File: config.mk
export PLATFORM = sky130hd
export DESIGN_NAME = nvdla_dbb_axi_monitor
export DESIGN_NICKNAME = d
export VERILOG_FILES = /design/src/rtl/nvdla_dbb_axi_monitor.sv
export SDC_FILE = /design/constraint.sdc
export NUM_CORES = 1
export LEC_CHECK = 0
export CAP_MARGIN = 25
export CORE_MARGIN = 10
export CORE_UTILIZATION = 45
export CTS_BUF_LIST = sky130_fd_sc_hd__clkbuf_16
export DETAILED_ROUTE_END_ITERATION = 16
export GPL_ROUTABILITY_DRIVEN = 0
export PLACE_DENSITY = 0.81
export SYNTH_ARGS = -nofsm -noshare
export SYNTH_HDL_FRONTEND = slang
export SYNTH_SLANG_ARGS = --single-unit
export TNS_END_PERCENT = 30
File: constraint.sdc
create_clock -name core_clk -period 3.2 [get_ports core_clk]
set_clock_uncertainty 0.05 [all_clocks]
set_input_delay 0.96 -clock core_clk [delete_from_list [all_inputs] [get_ports core_clk]]
set_output_delay 0.96 -clock core_clk [all_outputs]
set_load 0.1 [all_outputs]
File: src/rtl/nvdla_dbb_axi_monitor.sv
// DBB AXI master-port monitor: AW/AR gating, outstanding counters, sticky error record, quiesce handshake.
// Optional response watchdog enabled by defining DBB_MON_TIMEOUT_EN.
module nvdla_dbb_axi_monitor #(
    parameter int unsigned MAX_OUTSTANDING = 16,
    parameter int unsigned CNT_W           = 5,
    parameter int unsigned ID_W            = 8,
    parameter int unsigned TIMEOUT_CYCLES  = 4096,
    parameter int unsigned TO_W            = 16
) (
    input  logic             core_clk,
    input  logic             rstn,
    input  logic             s_awvalid,
    output logic             s_awready,
    output logic             m_awvalid,
    input  logic             m_awready,
    input  logic             s_arvalid,
    output logic             s_arready,
    output logic             m_arvalid,
    input  logic             m_arready,
    input  logic             bvalid,
    input  logic             bready,
    input  logic [ID_W-1:0]  bid,
    input  logic [1:0]       bresp,
    input  logic             rvalid,
    input  logic             rready,
    input  logic             rlast,
    input  logic [ID_W-1:0]  rid,
    input  logic [1:0]       rresp,
    input  logic             quiesce_req,
    output logic             quiesce_ack,
    output logic [CNT_W-1:0] wr_outstanding,
    output logic [CNT_W-1:0] rd_outstanding,
    output logic             err_valid,
    output logic [1:0]       err_code,
    output logic             err_is_rd,
    output logic [ID_W-1:0]  err_id,
    output logic [1:0]       err_resp,
    input  logic             err_clr
);

    logic [CNT_W-1:0] wr_cnt, rd_cnt;
    logic             blk_aw, blk_ar;
    logic             aw_hs, ar_hs, b_hs, r_hs, r_done;
    logic             to_fire;
    logic             new_err, new_is_rd;
    logic [1:0]       new_code, new_resp;
    logic [ID_W-1:0]  new_id;

    assign blk_aw    = quiesce_req | (wr_cnt == CNT_W'(MAX_OUTSTANDING));
    assign blk_ar    = quiesce_req | (rd_cnt == CNT_W'(MAX_OUTSTANDING));
    assign m_awvalid = s_awvalid & ~blk_aw;
    assign s_awready = m_awready & ~blk_aw;
    assign m_arvalid = s_arvalid & ~blk_ar;
    assign s_arready = m_arready & ~blk_ar;

    assign aw_hs  = m_awvalid & m_awready;
    assign ar_hs  = m_arvalid & m_arready;
    assign b_hs   = bvalid & bready;
    assign r_hs   = rvalid & rready;
    assign r_done = r_hs & rlast;

    assign wr_outstanding = wr_cnt;
    assign rd_outstanding = rd_cnt;

    // A response arriving with the counter at zero leaves it at zero rather than wrapping.
    always_ff @(posedge core_clk or negedge rstn) begin
        if (!rstn) begin
            wr_cnt <= '0;
            rd_cnt <= '0;
        end else begin
            if (aw_hs && !b_hs)
                wr_cnt <= wr_cnt + CNT_W'(1);
            else if (b_hs && !aw_hs && wr_cnt != '0)
                wr_cnt <= wr_cnt - CNT_W'(1);
            if (ar_hs && !r_done)
                rd_cnt <= rd_cnt + CNT_W'(1);
            else if (r_done && !ar_hs && rd_cnt != '0)
                rd_cnt <= rd_cnt - CNT_W'(1);
        end
    end

`ifdef DBB_MON_TIMEOUT_EN
    logic [TO_W-1:0] to_cnt;
    logic            to_busy;

    assign to_busy = ((wr_cnt | rd_cnt) != '0) && !b_hs && !r_hs;
    assign to_fire = to_busy && (to_cnt == TO_W'(TIMEOUT_CYCLES - 1));

    // Saturates at the limit so the timeout is reported only once per stall.
    always_ff @(posedge core_clk or negedge rstn) begin
        if (!rstn)
            to_cnt <= '0;
        else if (!to_busy)
            to_cnt <= '0;
        else if (to_cnt != TO_W'(TIMEOUT_CYCLES))
            to_cnt <= to_cnt + TO_W'(1);
    end
`else
    assign to_fire = 1'b0;
`endif

    // Write side before read side; bad response before unexpected before timeout.
    always_comb begin
        new_err   = 1'b1;
        new_code  = 2'b00;
        new_is_rd = 1'b0;
        new_id    = '0;
        new_resp  = 2'b00;
        if (b_hs && bresp[1]) begin
            new_code = 2'b01;
            new_id   = bid;
            new_resp = bresp;
        end else if (b_hs && wr_cnt == '0) begin
            new_code = 2'b10;
            new_id   = bid;
        end else if (r_hs && rresp[1]) begin
            new_code  = 2'b01;
            new_is_rd = 1'b1;
            new_id    = rid;
            new_resp  = rresp;
        end else if (r_done && rd_cnt == '0) begin
            new_code  = 2'b10;
            new_is_rd = 1'b1;
            new_id    = rid;
        end else if (to_fire) begin
            new_code  = 2'b11;
            new_is_rd = (wr_cnt == '0);
        end else begin
            new_err = 1'b0;
        end
    end

    always_ff @(posedge core_clk or negedge rstn) begin
        if (!rstn) begin
            err_valid   <= 1'b0;
            err_code    <= 2'b00;
            err_is_rd   <= 1'b0;
            err_id      <= '0;
            err_resp    <= 2'b00;
            quiesce_ack <= 1'b0;
        end else begin
            if (new_err && (!err_valid || err_clr)) begin
                err_valid <= 1'b1;
                err_code  <= new_code;
                err_is_rd <= new_is_rd;
                err_id    <= new_id;
                err_resp  <= new_resp;
            end else if (err_clr) begin
                err_valid <= 1'b0;
                err_code  <= 2'b00;
                err_is_rd <= 1'b0;
                err_id    <= '0;
                err_resp  <= 2'b00;
            end
            quiesce_ack <= quiesce_req && wr_cnt == '0 && rd_cnt == '0;
        end
    end

endmodule
After elaboration in Yosys (flattened, before gate mapping) --
Index checks and enable logic that the tools add are counted.
Word-level totals: bits in registers 25, bits of input ports 33, logic and storage cells 82
Operators by class: $add $sub $neg 4, equality and inequality tests 2, multiplexer cells 29, bitwise gates (word level) 13, reductions and logical operators 26
Operators by type and width (number):
- 2-to-1 mux 8 bit | 6
- 2-to-1 mux 2 bit | 10
- 2-to-1 mux 5 bit | 4
- logical AND 1 bit | 13
- adder 5 x 1 -> 5 bit, second input constant | 2
- == test 5 bit, second input constant | 2
- zero test 5 bit | 2
- nonzero test 5 bit | 2
- subtractor 5 x 1 -> 5 bit, second input constant | 2
- AND 1 bit | 9
- 2-to-1 mux 1 bit | 9
- nonzero test 2 bit | 3
- zero test 1 bit | 5
- NOT 1 bit | 2
- bitwise OR 1 bit | 2
- logical OR 1 bit | 1

Depth between registers and ports, before layout --
Gate-level depths: netlist (run 1).
depth after elaboration 10, depth in mapped cells 10, mapped depth without buffers 9

Worst setup path after synthesis (run 1) --
No wires, ideal clock.
path kind register to register, start point register rd_cnt[0], in the netlist rd_outstanding[0], end point register rd_cnt[4], in the netlist rd_outstanding[4], arrival 5.436 ns, slack -2.424 ns, stages on the path, launching flop included 10, buffers on the path 0, path through dfrtp_1 > or4_4 > nor2_1 > nor3b_1 > nand3_1 > ha_1 > a21oi_1 > nand2_1 > nor4b_1 > or4_1
Between the ends: cells in the longest elaborated chain, start to end 9, elaborated cells between the ends (all ways) 15
Ends and longest elaborated chain:
- start, declared | RTL line 41 | logic [CNT_W-1:0] wr_cnt, rd_cnt;
- start signal, assigned | RTL line 76 | rd_cnt <= rd_cnt + CNT_W'(1);
- start signal, assigned | RTL line 78 | rd_cnt <= rd_cnt - CNT_W'(1);
- == test 5 bit (*) | RTL line 50 | assign blk_ar = quiesce_req | (rd_cnt == CNT_W'(MAX_OUTSTANDING));
- bitwise OR 1 bit (*) | RTL line 50
- NOT 1 bit (*) | RTL line 53 | assign m_arvalid = s_arvalid & ~blk_ar;
- AND 1 bit (*) | RTL line 53
- via m_arvalid | RTL line 18 | output logic m_arvalid,
- AND 1 bit (*) | RTL line 57 | assign ar_hs = m_arvalid & m_arready;
- zero test 1 bit | RTL line 77 | else if (r_done && !ar_hs && rd_cnt != '0)
- logical AND 1 bit (2 in series) | RTL line 77
- nonzero test 2 bit (no source line)
The timed path passes the listed nets; every way through them passes the cells marked *. The select of a mux whose other input is x is not followed. A chain may end at the register's enable or synchronous reset.

Worst setup path in the final report (run 1) --
start point register rd_cnt[0], in the netlist rd_outstanding[0], end point output m_arvalid
Between the ends: cells in the longest elaborated chain, start to end 4
Ends and longest elaborated chain (RTL line):
- == test 5 bit | 50
- bitwise OR 1 bit | 50
- NOT 1 bit | 53
- AND 1 bit | 53
- end, declared | 18
No other way between the ends.

==> results by group, run 1 <==
Status
  – Outcome: complete, no violations

Logic synthesis
  – Predominant post-synthesis flop cell: sky130_fd_sc_hd__dfrtp_1
  – Number of flops mapped to enable cells by yosys: 0
  – Synthesized Nets: approximately 220
  – Seq cells post-synth: 25
  – Post-synthesis instance total: 176
  – Area leader, netlist: sky130_fd_sc_hd__dfrtp_1
  – Number of warning messages in the yosys log: 0
  – Share of async-settable or async-resettable flops after synthesis: 100%
  – Leading post-synthesis cells by cell area: sky130_fd_sc_hd__dfrtp_1 (37%), sky130_fd_sc_hd__nand3_1 (7.1%), sky130_fd_sc_hd__o211ai_1 (4.9%)
  – Count of different cell masters after synthesis: between 40 and 50
  – Netlist Area Pre-Place: 1700 sq um
  – Share of Yosys cell area claimed by the top area cell type: 36.8%
  – Part of the Yosys area used for sequential elements: 36.8%
  – Mean instance size in the synthesized netlist: between 9 and 10 sq um

Clocking
  – CTS tree: yes
  – CTS Root Cell: sky130_fd_sc_hd__clkbuf_16
  – Number of buffers added for setup after CTS: 0
  – Number of buffers created by CTS: 3
  – Clock input transition at the sequential cells of the worst setup and hold paths: 0.07 ns
  – Clk buf depth: 2
  – TritonCTS Sinks: 25
  – Latest clock arrival within the worst-skew pair: 0.26 ns
  – Max H-tree Level: 1

Floorplan
  – Number of placed I/O pins: a little over 60
  – Floorplan core area: ~3700 sq um
  – DIE AREA: 6630 sq um
  – Die height: 81.4 um
  – Row cnt: 22
  – Starting utilization of the core area: 46.4%
  – Die width: between 80 and 90 um

Setup path
  – Data required time at the worst endpoint: 2.19 ns
  – Capture point of the worst reg-to-reg path: rd_outstanding[4]
  – Worst Reg2Reg Path Length in Cells: 9
  – Setup crit start: rd_outstanding[0]
  – Maximum fanout along the worst path: 6
  – Internal reg-to-reg setup slack: 0.26 ns
  – Element type at the critical path start: flop
  – End of the critical path: m_arvalid
  – Critical path data arrival time: 2.02 ns
  – FF-to-FF Start: rd_outstanding[0]
  – Element type at the critical path end: primary output
  – Critical path start-end classification: reg2out

Global route
  – Vias in the first global route: between 1500 and 2000
  – GRT Resource Usage Total: 15.6%
  – Pin count of the biggest net entering global routing: 26
  – Total overflow reported by the global router: 0
  – First-pass GRT wire length: 8420 um
  – Number of antenna violations at the first check in global routing: 0

STA
  – Final Hold Fails: 0
  – Setup repair after global routing missed its margin: false
  – Transition time at the pin with the least slew margin: 0.558 ns
  – Max Clk Rate: ~330 MHz
  – Post-route fraction of the period consumed by the critical path: 94.7%
  – Remaining max-slew budget at the tightest pin: 62.7%
  – Slew Viols, Final: 0
  – Final period demand of the worst path: ~3 ns
  – Number of endpoints failing setup at the final stage: 0
  – Summed negative setup slack over all endpoints: 0 ns
  – Post-route setup slack: 0.170 ns

Power
  – Comb pwr share: between 60% and 70%
  – Switching power: around 1400 uW
  – Internal power component: 1100 uW
  – Power share of the clock group: 11.3%
  – Peak supply drop: 0.667 mV
  – Overall power: 2480 uW
  – Net Sw Frac: 55.9%
  – Ratio of total power to cell area: 977 nW/um^2
  – Leak: between 0.001 and 0.0015 uW
  – Relative contribution of sequential cells to total power: ~24%

Cells and area
  – Nets: 292
  – Fraction of final layout cells with drive strength greater than 1: 28.8%
  – Layout area overhead: 49.7%
  – # diodes: 0
  – Final instance area: 2540 sq um
  – Most common cell after layout, fill and taps aside: sky130_fd_sc_hd__buf_4
  – Fill count: 306
  – Most frequent cells in the layout: sky130_fd_sc_hd__buf_4 (41), sky130_fd_sc_hd__clkdlybuf4s50_1 (31), sky130_fd_sc_hd__nand3_1 (23), sky130_fd_sc_hd__dfrtp_1 (20), sky130_fd_sc_hd__nand2_1 (19)

Placement
  – Area after DPL: 2460 sq um
  – Dpl hpwl: 3990 um
  – Input/output buffers: 61
  – Setup slack after placement: -0.173 ns

Job
  – Number of max-cap violations: 0

Route
  – Antenna violation net count after detailed routing: 0
  – Detailed Routing Iterations Pass 1: 4
  – Routed via count: roughly 1700
  – Residual DRC count: 0
  – Via/cell ratio: 5.83
  – Detailed-route wire length per cell: 17.2 um
  – 1st-iter DRT viols: roughly 110
  – Detailed-route wire length: around 5100 um

Worst hold path
  – Worst min-delay path category: reg2reg
  – Origin of the worst min-delay path: err_id[4]
[repair_timing]
action / 4_1_cts / 5_1_grt
hold buffers: 0 / 0
endpoints found under the setup margin: 0 / 1
hold endpoints to repair: 0 / 0
resized for setup: 0 / 1
[per-stage QoR]
step / util, % / hold WS (ns) / cells
finish: 69.4 / 0.462 / 298
global route: 69.4 / 0.511 / 298
CTS: 69.4 / 0.467 / 298
detailed placement: 67.2 / 0.452 / 294
global placement: 67.2 / 0.443 / 294
floorplan: - / 0.614 / 176
[worst max-delay path, stage by stage (launching register included)]
cell,delay [ns]
sky130_fd_sc_hd__dfrtp_4,0.52
sky130_fd_sc_hd__or4_4,0.58
sky130_fd_sc_hd__nor2_1,0.26
sky130_fd_sc_hd__nor3b_4,0.08
sky130_fd_sc_hd__buf_4,0.15
sky130_fd_sc_hd__buf_12,0.16
[cell families after synthesis]
logic type	count (synthesis)	share of synthesized area, %
adder cells (fa/ha/maj)	8	6.78
XOR/XNOR	6	3.10
AO/OA/AOI/OAI	36	16.7
AND/OR/NAND/NOR	82	27.5
buffers and inverters	10	3.39
flip-flops	25	36.8
multiplexers	9	5.75
[how the worst min path moves through the flow]
stage | end | slack, ns | cells after the start
4_1_cts | err_id[4] | 0.47 | 2
6_report | err_id[4] | 0.46 | 2
3_3_place_gp | err_id[3] | 0.44 | 2
5_1_grt | err_id[1] | 0.51 | 2
2_1_floorplan | err_code[0] | 0.61 | 0
3_5_place_dp | err_id[4] | 0.45 | 2
[layout make-up]
cell class	instances	area, sq um	share of cell area (%)
well taps	48	60.1	2.36
flip-flops and latches	25	644	25.3
clock inverters	1	5.00	0.197
multi-input cells	141	1040	40.7
repair buffers	77	711	28.0
inverters	3	11.3	0.443
clock buffers	3	75.1	2.95
[synth_stat cells (3+ instances only)]
| library cell | number |
|---|---|
| sky130_fd_sc_hd__dfrtp_1 | 25 |
| sky130_fd_sc_hd__nand3_1 | 24 |
| sky130_fd_sc_hd__nand2_1 | 19 |
| sky130_fd_sc_hd__nand4_1 | 12 |
| sky130_fd_sc_hd__o211ai_1 | 11 |
| sky130_fd_sc_hd__a21oi_1 | 6 |
| sky130_fd_sc_hd__ha_1 | 6 |
| sky130_fd_sc_hd__mux2_2 | 6 |
| sky130_fd_sc_hd__nor2_1 | 5 |
| sky130_fd_sc_hd__clkbuf_1 | 4 |
| sky130_fd_sc_hd__or4_1 | 4 |
| sky130_fd_sc_hd__xor2_1 | 4 |
| sky130_fd_sc_hd__a211o_1 | 3 |
| sky130_fd_sc_hd__a21o_1 | 3 |
| sky130_fd_sc_hd__and2_1 | 3 |
| sky130_fd_sc_hd__inv_1 | 3 |
| sky130_fd_sc_hd__mux2i_1 | 3 |
[power groups by stage]
| stage | registers (uW) | clock network (uW) | logic, uW |
|---|---|---|---|
| 6_report | 601 | 281 | 1600 |
| 5_1_grt | 629 | 296 | 1710 |
| 4_1_cts | 602 | 287 | 1610 |
| 3_5_place_dp | 606 | 0 | 1610 |
| 3_3_place_gp | 600 | 0 | 1580 |
| 2_1_floorplan | 1300 | 0 | 474 |
[layer usage]
layer	GRT usage [%]	share of wire, %	vias to the layer above
met5	0	0	-
met2	26.5	49	70
met3	5.35	9.2	4
met1	18.9	41	833
met4	2.25	0.45	0
li1	-	-	830
[sequential cells by signal, indices dropped and copies added (netlist names)]
register and cells:
wr_outstanding 5, err_resp 2, err_valid 1, err_id 8
rd_outstanding 5, err_is_rd 1, err_code 2, quiesce_ack 1
Power figures use the tool's default switching activity.
==> run 2: changes to the inputs <==
- CAP_MARGIN: 25 -> 40
- CORE_MARGIN: 10 -> default
- SLEW_MARGIN: default -> 10
==> run 2 against run 1 <==
Effect of this change: register-to-register slack hardly changed; die area is 39% lower; sequential share of layout area is 0.050 points higher; critical path depth is 1 lower; global-route usage is 9.6 points higher; first-iteration DRC count is 9.6% higher; via count is 0.35% lower; highest routed layer unchanged.
==> results by group, run 2 (synthesized netlist as in run 1, its figures left out) <==
Status
  – Outcome: complete, no violations

Power
  – Peak supply drop: around 0.89 mV
  – Leak: 0.00109 uW
  – Ratio of total power to cell area: 983 nW/um^2

Cells and area
  – Post-route core utilization: between 70% and 80%
  – # diodes: 0
  – Layout area overhead: 49.4%
  – Fill count: 281
  – Register bank with the most flops: err_id
  – Fraction of final layout cells with drive strength greater than 1: 28.8%
  – Nets: 292
  – Most frequent cells in the layout: sky130_fd_sc_hd__buf_4 (41), sky130_fd_sc_hd__clkdlybuf4s50_1 (32), sky130_fd_sc_hd__nand3_1 (23), sky130_fd_sc_hd__dfrtp_1 (20), sky130_fd_sc_hd__nand2_1 (19)
  – Final std cells w/o fill: ~300
  – Most common cell after layout, fill and taps aside: sky130_fd_sc_hd__buf_4
  – Flip-flop count of the largest register, all copies and words added: 8

Setup path
  – FF-to-FF Start: rd_outstanding[0]
  – Element type at the critical path end: primary output
  – Critical path start-end classification: in2out
  – Setup crit start: quiesce_req
  – Highest cell delay on the worst timing path: 0.50 ns
  – Maximum fanout along the worst path: 4
  – Critical path data arrival time: 2.11 ns
  – Element type at the critical path start: primary input
  – Cell with the largest stage delay on the worst path: sky130_fd_sc_hd__clkdlybuf4s50_1
  – Data required time at the worst endpoint: 2.19 ns
  – Ordered cell list for the critical path: clkdlybuf4s50_1 > buf_4 > nor3b_2 > buf_12

Clocking
  – TritonCTS Sinks: 25
  – Clock input transition at the sequential cells of the worst setup and hold paths: about 0.07 ns
  – CTS Root Cell: sky130_fd_sc_hd__clkbuf_16
  – Clk buf depth: 2
  – Number of buffers added for setup after CTS: 0
  – Post-CTS Resized: 0
  – Max H-tree Level: 1
  – CTS tree: yes
  – Number of buffers created by CTS: 3
  – CTS Hold Bufs: 0
  – Latest clock arrival within the worst-skew pair: 0.27 ns

Global route
  – Met2 Use GR: between 40% and 50%
  – Vias in the first global route: 1772
  – Total overflow reported by the global router: 0
  – First-pass GRT wire length: 8090 um
  – Met1 routing resource usage after global routing: 32.4%
  – Pin count of the biggest net entering global routing: 26
  – Global Route met3 Usage: under 10%
  – Number of antenna violations at the first check in global routing: 0
  – GRT Resource Usage Total: approximately 25%
  – GRT Max-Usage Layer: met2

Route
  – Detailed Routing Iterations Pass 1: 4
  – Detailed-route wire length per cell: 15.9 um
  – Routed via count: 1731
  – Residual DRC count: 0
  – 1st-iter DRT viols: 125
  – Antenna violation net count after detailed routing: 0
  – Via/cell ratio: 5.85
  – Detailed-route wire length: 4720 um

Job
  – Number of max-cap violations: 0

Floorplan
  – Row cnt: 21
  – Floorplan core area: 3470 sq um
  – Starting utilization of the core area: 49.0%
  – DIE AREA: 4020 sq um
  – Die height: 63.4 um
  – Number of placed I/O pins: 62
  – Die width: 63.4 um

Placement
  – Dpl hpwl: 3480 um
  – Input/output buffers: 61
  – Count of placed standard cells including taps: 292
  – Setup slack after placement: -0.0776 ns

STA
  – Post-route setup slack: 0.0780 ns
  – Setup repair after global routing missed its margin: false
  – Number of endpoints failing setup at the final stage: 0
  – Final period demand of the worst path: around 3.1 ns
  – Final hold slack: 0.469 ns
  – Remaining max-slew budget at the tightest pin: 64.6%
  – Transition time at the pin with the least slew margin: 0.526 ns
  – Max Clk Rate: 320 MHz
  – Slew Viols, Final: 0
  – Post-route fraction of the period consumed by the critical path: 97.6%
  – Final Hold Fails: 0

Worst hold path
  – Origin of the worst min-delay path: err_id[1]
  – Worst min-delay path category: reg2reg
[run 2: through the flow]
stage                     TNS [ns]  total power [uW]  instance area [sq um]
final                            0              2490                   2540
after global routing             0              2610                   2540
after CTS                        0              2490                   2540
after detailed placement    -0.169              2200                   2460
after global placement     -0.0195              2170                   2460
after floorplan             -0.319              1770                   1740
[run 2: routing by layer]
metal | wire, um | vias up
met3 | 222 | 7
met2 | 2310 | 57
met5 | 0 | -
met1 | 2120 | 840
met4 | 70 | 0
li1 | - | 827
[run 2: worst paths after layout]
kind,endpoint,slack (ns),cells after the start
setup / recovery,s_arready,0.08,4
hold reg to reg,err_id[1],0.47,2
min in group asynchronous,err_id[5],1.02,2
hold / removal,err_id[1],0.47,2
setup reg to reg,rd_outstanding[4],0.26,9
max in group asynchronous,rd_outstanding[1],1.81,2
[run 2: final cells by class]
class | count | area [sq um] | share of cell area (%)
Clock buffer | 3 | 75.1 | 2.96
Clock inverter | 1 | 5.00 | 0.197
Inverter | 3 | 11.3 | 0.444
Multi-Input combinational cell | 141 | 1040 | 40.8
Sequential cell | 25 | 644 | 25.4
Tap cell | 46 | 57.6 | 2.27
Timing Repair Buffer | 77 | 708 | 27.9
[run 2: power breakdown]
group / internal, uW / total [uW] / switching, uW / leakage (uW)
Combinational: 487 / 1600 / 1110 / 0.000742
Clock: 169 / 291 / 122 / 0.0000409
Sequential: 439 / 604 / 164 / 0.000310
[run 2: worst max-delay path, delay by kind of cell]
| family | cells | cell delay (ns) |
|---|---|---|
| buffers and inverters | 3 | 0.91 |
| AND/OR/NAND/NOR | 1 | 0.24 |
